File: src/rtl/pid_pkg.sv
// Shared types and defaults for the PID-to-PWM output stage.
// Register widths of duty_t follow the package CNT_WIDTH.
package pid_pkg;
    localparam int D_WIDTH   = 16;
    localparam int Q_BITS    = 13;
    localparam int CNT_WIDTH = 8;
    localparam int Q_ONE     = 1 << Q_BITS;

    typedef logic [CNT_WIDTH:0] duty_t;

    typedef struct packed {
        duty_t duty;
        logic  dir;
        logic  sat;
    } pwm_cmd_t;
endpackage

File: src/rtl/pid_pwm_conv.sv
// Combinational conversion of a signed Q-format PID effort into a
// sign-magnitude PWM command (abs, clamp at 1.0, scale to counter range).
module pid_pwm_conv
    import pid_pkg::*;
#(
    parameter int D_WIDTH   = pid_pkg::D_WIDTH,
    parameter int Q_BITS    = pid_pkg::Q_BITS,
    parameter int CNT_WIDTH = pid_pkg::CNT_WIDTH
) (
    input  logic [D_WIDTH-1:0] pid_out,
    output pwm_cmd_t           cmd
);
    localparam int               SHIFT   = Q_BITS - CNT_WIDTH;
    localparam logic [D_WIDTH:0] LSB_ONE = 1;
    localparam logic [D_WIDTH:0] MAG_ONE = LSB_ONE << Q_BITS;

    logic [D_WIDTH:0] ext;
    logic [D_WIDTH:0] mag;
    logic [D_WIDTH:0] mag_c;

    assign ext = {pid_out[D_WIDTH-1], pid_out};

    // One extra bit keeps the magnitude of the most negative input exact.
    always_comb begin
        cmd   = '0;
        mag   = pid_out[D_WIDTH-1] ? (~ext + LSB_ONE) : ext;
        mag_c = mag;
        if (mag > MAG_ONE) begin
            mag_c   = MAG_ONE;
            cmd.sat = 1'b1;
        end
        cmd.duty = duty_t'(mag_c >> SHIFT);
        cmd.dir  = pid_out[D_WIDTH-1];
    end
endmodule

File: src/rtl/pid_pwm.sv
// PWM output stage: double-buffered duty command applied on period
// boundaries, sign-magnitude pwm/dir outputs and a period strobe.
module pid_pwm
    import pid_pkg::*;
#(
    parameter int D_WIDTH   = pid_pkg::D_WIDTH,
    parameter int Q_BITS    = pid_pkg::Q_BITS,
    parameter int CNT_WIDTH = pid_pkg::CNT_WIDTH
) (
    input  logic                 clk,
    input  logic                 rst,
    input  logic                 enable,
    input  logic [D_WIDTH-1:0]   pid_out,
    input  logic                 pid_valid,
    output logic                 pwm,
    output logic                 dir,
    output logic                 sat,
    output logic                 period_start,
    output logic [CNT_WIDTH:0]   duty_active
);
    localparam logic [CNT_WIDTH-1:0] CNT_LAST = '1;
    localparam logic [CNT_WIDTH-1:0] CNT_ONE  = 1;

    logic [CNT_WIDTH-1:0] cnt;
    logic [CNT_WIDTH-1:0] cnt_next;
    logic                 enable_q;
    logic                 load_active;
    pwm_cmd_t             conv_cmd;
    pwm_cmd_t             shadow;
    pwm_cmd_t             active;
    pwm_cmd_t             active_next;

    pid_pwm_conv #(
        .D_WIDTH   (D_WIDTH),
        .Q_BITS    (Q_BITS),
        .CNT_WIDTH (CNT_WIDTH)
    ) u_conv (
        .pid_out (pid_out),
        .cmd     (conv_cmd)
    );

    // The first enabled cycle only arms the stage: the counter stays at 0 and
    // the active command is loaded, so the first real period starts cleanly.
    always_comb begin
        cnt_next    = '0;
        if (enable && enable_q)
            cnt_next = cnt + CNT_ONE;
        load_active = enable && (!enable_q || cnt == CNT_LAST);
        active_next = pid_valid ? conv_cmd : shadow;
    end

    always_ff @(posedge clk or posedge rst) begin
        if (rst) begin
            cnt          <= '0;
            enable_q     <= 1'b0;
            shadow       <= '0;
            active       <= '0;
            pwm          <= 1'b0;
            period_start <= 1'b0;
        end else begin
            enable_q     <= enable;
            cnt          <= cnt_next;
            if (pid_valid)
                shadow <= conv_cmd;
            if (load_active)
                active <= active_next;
            pwm          <= enable && enable_q && ({1'b0, cnt} < active.duty);
            period_start <= enable && (cnt_next == '0);
        end
    end

    assign dir         = active.dir;
    assign sat         = active.sat;
    assign duty_active = active.duty;
endmodule

File: config.mk
export PLATFORM = sky130hd
export DESIGN_NAME = pid_pwm
export DESIGN_NICKNAME = d
export VERILOG_FILES = /design/src/rtl/pid_pkg.sv /design/src/rtl/pid_pwm_conv.sv /design/src/rtl/pid_pwm.sv
export SDC_FILE = /design/constraint.sdc
export NUM_CORES = 1
export LEC_CHECK = 0
export BUFFER_PORTS_ARGS = -buffer_cell sky130_fd_sc_hd__buf_2
export CORE_UTILIZATION = 61
export DETAILED_ROUTE_END_ITERATION = 10
export GPL_TIMING_DRIVEN = 1
export MAX_ROUTING_LAYER = met4
export PLACE_DENSITY = 0.85
export REMOVE_ABC_BUFFERS = 1
export SKIP_LAST_GASP = 1
export SLEW_MARGIN = 20
export SYNTH_ARGS = -nofsm -noshare
export SYNTH_HDL_FRONTEND = slang
export SYNTH_HIERARCHICAL = 1
export SYNTH_SLANG_ARGS = --single-unit
File: constraint.sdc
create_clock -name clk -period 2.7 [get_ports clk]
set_clock_uncertainty 0.15 [all_clocks]
set_input_delay 0 -clock clk [delete_from_list [all_inputs] [get_ports clk]]
set_output_delay 0 -clock clk [all_outputs]
set_load 0.01 [all_outputs]
==> metrics.cfg, run 1 <==
[outcome]
status=completed

[logic_synthesis]
ys_top_cells_by_area=dfrtp_1, mux2_2, ha_1, xor2_1, nor2_1
synth_top_area_cell=dfrtp_1
synth_top_area_frac=0.394
synth_most_common_cell=dfrtp_1
syn-cell-area_sq_um=2090
async_reset_ff_frac=1.00
ys_types=52
ys_ff_latch=33
synth_flop_cell=dfrtp_1
yosysWarnings=6
synth.top_cells.by_count=dfrtp_1, nor2_1, nand2_1, inv_1
avgSynthCellArea_sq_um=9.65
ys_seq_area_frac=0.394
syn_inst=217
synth_edf_count=0

[timing]
grt_setup_unrepaired=no
finalSetupTns_ns=0
whs_ns=0.00985
setup_viol=0
slew_viol_final=0
setup_ws_ns=0.252
fmax_mhz=408
fin_crit_ns=2.45
relSlewSlack=0.637
finalCritPeriodShare=0.907
hold_violations=0
worst_pin_slew_ns=0.540

[cts]
hold_buffers=4
cts_buffers=5
insertion_delay_ns=0.33
cts_resized=0
clk_pin_slew_ns=0.10
clock-sinks=33
cts_max_level=2
cts_tree=built
clockBufferDepth=2
cts_root_buffer=clkbuf_4
cts_setup_buffers=0

[global_route]
grt_pass1_wl_mm=7.17
grt_start_max_net_pins=34
groute.usage.overall=0.275
grt_antenna_before_repair=0
grt_pass1_vias=1649
overflow=0

[worst_setup_path]
cp_data_arrival_time_ns=2.52
worstPathMaxFanout=10
crit_family=simple AND/OR/NAND/NOR gates
path_buf_inv=2
path_cells=dlygate4sd3_1, buf_2, nor2_1, nand3_1, nor3b_1, a21oi_2, a2bb2oi_4, nor2_1, mux2_2, mux2_2
max_stage_delay_ns=0.53
crit_path_top_delay_cell=dlygate4sd3_1
path_class=input pin to flop
end_kind=flop
cp-start-kind=input pin
critical_path_required_ns=2.77

[die]
initial_core_util=0.664
ios=33
die-area_sq_um=3670
num_rows=20
fp.coreArea_sq_um=3150
die_h_um=60.6
fp.dieW_um=60.6

[detailed_routing]
vias=1730
wl_per_cell_um=14.0
drt_iter0_drc=84
drt_wl_total_mm=4.21
viasPerCell=5.77
drt_pre_antenna_iters=4
drc=0
detail-route-antenna-nets=0

[min_path]
hold_path.class=input pin to flop

[layout]
insertedDiodeCount=0
nets=284
final_util=0.752
drive_above_1_share=0.254
layout-area-overhead-vs-synth_pct=13.3

[power]
total_power_mw=1.05
powerDensity_nw_per_um2=441
ir_worst_vdd_uv=372
power.leakage_nw=1.09

[job]
cap_violations=0

[placed_design]
portBuffers=32
dp_hpwl_mm=3.13
post-place-ws_ns=0.258
gp_congestion=0.947

[logic make-up (layout without fill, tap and decap cells)]
logic type / count (synthesis) / count (layout) / share of synthesized area
AND/OR/NAND/NOR: 83 / 83 / 0.220
AO/OA/AOI/OAI: 41 / 41 / 0.146
flip-flops: 33 / 33 / 0.394
buffers and inverters: 22 / 61 / 0.0466
multiplexers: 16 / 16 / 0.0848
XOR/XNOR: 13 / 13 / 0.0544
adder cells (fa/ha/maj): 9 / 9 / 0.0538
[layout by cell type, fill, tap and decap left out, types with 3 or more instances in the layout]
master | netlist | routed
ha_1 | 9 | 9
nand2b_1 | 3 | 3
nand2_1 | 19 | 19
nor4_1 | 6 | 6
clkbuf_4 | 0 | 5
a21oi_1 | 6 | 6
o21ai_0 | 14 | 14
xor2_1 | 11 | 11
inv_1 | 15 | 15
dfrtp_1 | 33 | 33
clkbuf_1 | 2 | 3
nor3_1 | 3 | 3
nand3_1 | 6 | 6
nor2_1 | 23 | 23
mux2_2 | 14 | 14
buf_2 | 2 | 32
nand4_1 | 5 | 5
dlygate4sd3_1 | 0 | 4
[worst register-to-register path, cell delays in order (launching register included)]
cell and delay, ns:
dfrtp_1 0.44, ha_1 0.23, nand2_1 0.12, o32ai_4 0.43
mux2_2 0.39
[metal layers]
layer	part of all wire	track usage	vias to the layer above	routed length, um
met1	0.51	0.370	827	2130
met4	0.014	0.0974	0	57
met5	0	-	-	0
met2	0.45	0.422	40	1880
li1	-	-	855	-
met3	0.033	0.0448	8	137
[per-stage QoR]
stage	std cells	instance area [sq um]
floorplan	210	2050
global placement	288	2280
detailed placement	288	2280
CTS	300	2370
global route	300	2370
finish	300	2370
[layout make-up]
class	count	area (sq um)
clock buffer	8	48.8
tap	44	55.1
fill	242	781
inverter	15	56.3
multi-input combinational	162	1170
sequential	33	826
timing repair buffer	38	215
[sequential cells by signal, summed over array words and instances, names as in the netlist]
register      count
cnt               8
dir               1
duty_active       9
enable_q          1
period_start      1
pwm               1
sat               1
shadow           11
[final timing paths]
check,from,end,slack (ns),cells after the start
max,pid_out[8],duty_active[0],0.25,10
min,pid_out[6],shadow[3],0.01,4
max reg2reg,cnt[0],dir,0.84,4
min reg2reg,shadow[0],shadow[0],0.35,1
max in group asynchronous,rst,shadow[4],1.96,4
min in group asynchronous,rst,duty_active[0],0.14,4
[where the power goes]
part	switching, mW	internal, mW	total (mW)
clock network	0.156	0.104	0.260
registers	0.0185	0.533	0.552
logic	0.135	0.101	0.235
(Power assumes the default switching activity.)
==> run 2: changes to the inputs <==
--- a/config.mk
+++ b/config.mk
@@ -6,10 +6,10 @@
 export NUM_CORES = 1
 export LEC_CHECK = 0
 export BUFFER_PORTS_ARGS = -buffer_cell sky130_fd_sc_hd__buf_2
+export CAP_MARGIN = 20
 export CORE_UTILIZATION = 61
 export DETAILED_ROUTE_END_ITERATION = 10
 export GPL_TIMING_DRIVEN = 1
-export MAX_ROUTING_LAYER = met4
 export PLACE_DENSITY = 0.85
 export REMOVE_ABC_BUFFERS = 1
 export SKIP_LAST_GASP = 1
==> run 2 against run 1 <==
  * Fmax decreased by 2.9%
  * Sequential cell count is the same
  * Global-route usage down 0.62 points
  * Sequential share of layout area shrank 0.77 points
  * Core utilization increased by 1.7 points
  * Worst setup slack lost 0.074 ns
  * Wire length up 4.0%
  * Die area unchanged
  * Clock power is 8.5% higher
  * Power rose by 3.0%
  * Sequential power is essentially flat
  * Final area up 2.3%
  * Largest power group unchanged
==> metrics.cfg, run 2 (synthesized netlist as in run 1, its figures left out) <==
[worst_setup_path]
path_class=input pin to flop
critical_path_required_ns=2.77
end_kind=flop
worstPathMaxFanout=6
cp-start-kind=input pin
cp_data_arrival_time_ns=2.59

[layout]
largest_reg_flops=11
layout-area-overhead-vs-synth_pct=15.8
final_util=0.769
top_register=shadow
final-instance-count-excl-fill=304
drive_above_1_share=0.265
final_common_cell=dfrtp_1
final_cell_mix=dfrtp_1, buf_2, nor2_1
nets=289
insertedDiodeCount=0

[timing]
grt_setup_unrepaired=no
slew_viol_final=0
worst_pin_slew_ns=0.541
fin_crit_ns=2.52
setup_viol=0
fmax_mhz=397
finalSetupTns_ns=0
relSlewSlack=0.636
hold_violations=0
finalCritPeriodShare=0.934

[job]
cap_violations=0

[power]
clockPowerShare=0.262
internal-power_uw=763
switchingPower_uw=315
switching_share=0.292
seq_power_share=0.512
combPwrFrac=0.226
power.leakage_nw=1.12
powerDensity_nw_per_um2=444
ir_worst_vdd_uv=362

[cts]
insertion_delay_ns=0.33
cts_tree=built
cts_max_level=2
cts_buffers=5
clk_pin_slew_ns=0.10
cts_root_buffer=clkbuf_4
clockBufferDepth=2
clock-sinks=33

[outcome]
status=completed

[placed_design]
dp_hpwl_mm=3.21
dp.cells=288
gp_congestion=0.942
portBuffers=32

[detailed_routing]
wl_per_cell_um=14.4
drt_pre_antenna_iters=4
drt_iter0_drc=129
wl_met3_um=149
wl_met2_mm=2.10
vias=1743
detail-route-antenna-nets=0
drc=0
highest_layer=met4
met1_length_mm=2.10
viasPerCell=5.73
drt_wl_total_mm=4.37

[die]
initial_core_util=0.664
die_h_um=60.6
ios=33
num_rows=20
fp.dieW_um=60.6
die-area_sq_um=3670
fp.coreArea_sq_um=3150

[global_route]
overflow=0
grt_antenna_before_repair=0
grt_pass1_wl_mm=7.27
groute.usage.overall=0.269
grt_start_max_net_pins=34
grt_pass1_vias=1648

[min_path]
hold_path.class=input pin to flop

==> run 2: changes by cell type in the layout (fill, tap and decap cells not counted), sizes merged <==
| cell | change |
|---|---|
| dlygate4sd3 | +3 |
| clkbuf | -1 |
| buf | +2 |
==> run 2: repair_timing <==
action                                  4_1_cts  5_1_grt
setup buffers                                 0        2
endpoints found under the hold margin        46        0
gates resized for setup                       0        1
endpoints found under the setup margin        0        1
hold buffers                                  7        0
==> run 2: path summary, 6_finish.rpt <==
kind / from / slack [ns] / depth (start not counted) / end
max: pid_out[8] / 0.18 / 10 / shadow[5]
max in group asynchronous: rst / 1.95 / 4 / period_start
min: pid_out[12] / 0.04 / 4 / shadow[9]
min reg2reg: shadow[3] / 0.36 / 1 / shadow[3]
min in group asynchronous: rst / 0.15 / 4 / cnt[0]
max reg2reg: cnt[0] / 0.82 / 4 / dir
==> run 2: power by group through the flow <==
stage	Combinational, mW	Sequential, mW	Clock (mW)
detailed placement	0.229	0.563	0
finish	0.243	0.552	0.282
global placement	0.224	0.560	0
global route	0.269	0.558	0.313
CTS	0.239	0.553	0.294
floorplan	0.126	0.571	0
==> run 2: per-stage QoR <==
stage	power (mW)	hold WS (ns)	setup WS (ns)	area (sq um)
floorplan	0.697	-0.119	0.683	2050
global route	1.14	0.0477	0.0996	2430
detailed placement	0.792	-0.0420	0.211	2280
global placement	0.783	-0.0547	0.329	2280
finish	1.08	0.0355	0.178	2430
CTS	1.09	0.0196	0.0308	2410
==> run 2: layer usage <==
layer	vias up	track usage
met1	844	0.366
met3	4	0.0576
li1	860	-
met2	35	0.429
met4	0	0.0909
met5	-	0
==> run 2: layout make-up <==
| cell class | count | area, sq um |
|---|---|---|
| fillers | 234 | 727 |
| multi-input cells | 162 | 1170 |
| clock buffers | 7 | 55.1 |
| inverters | 15 | 56.3 |
| repair buffers | 43 | 260 |
| flip-flops and latches | 33 | 826 |
| well taps | 44 | 55.1 |
==> run 2: worst max-delay path: stages <==
cell,delay (ns)
dlygate4sd3_1,0.53
buf_2,0.15
nor2_2,0.21
nand3_1,0.20
nor3b_1,0.22
a21oi_2,0.16
a2bb2oi_4,0.21
nor2_1,0.07
mux2_2,0.27
dlygate4sd3_1,0.56
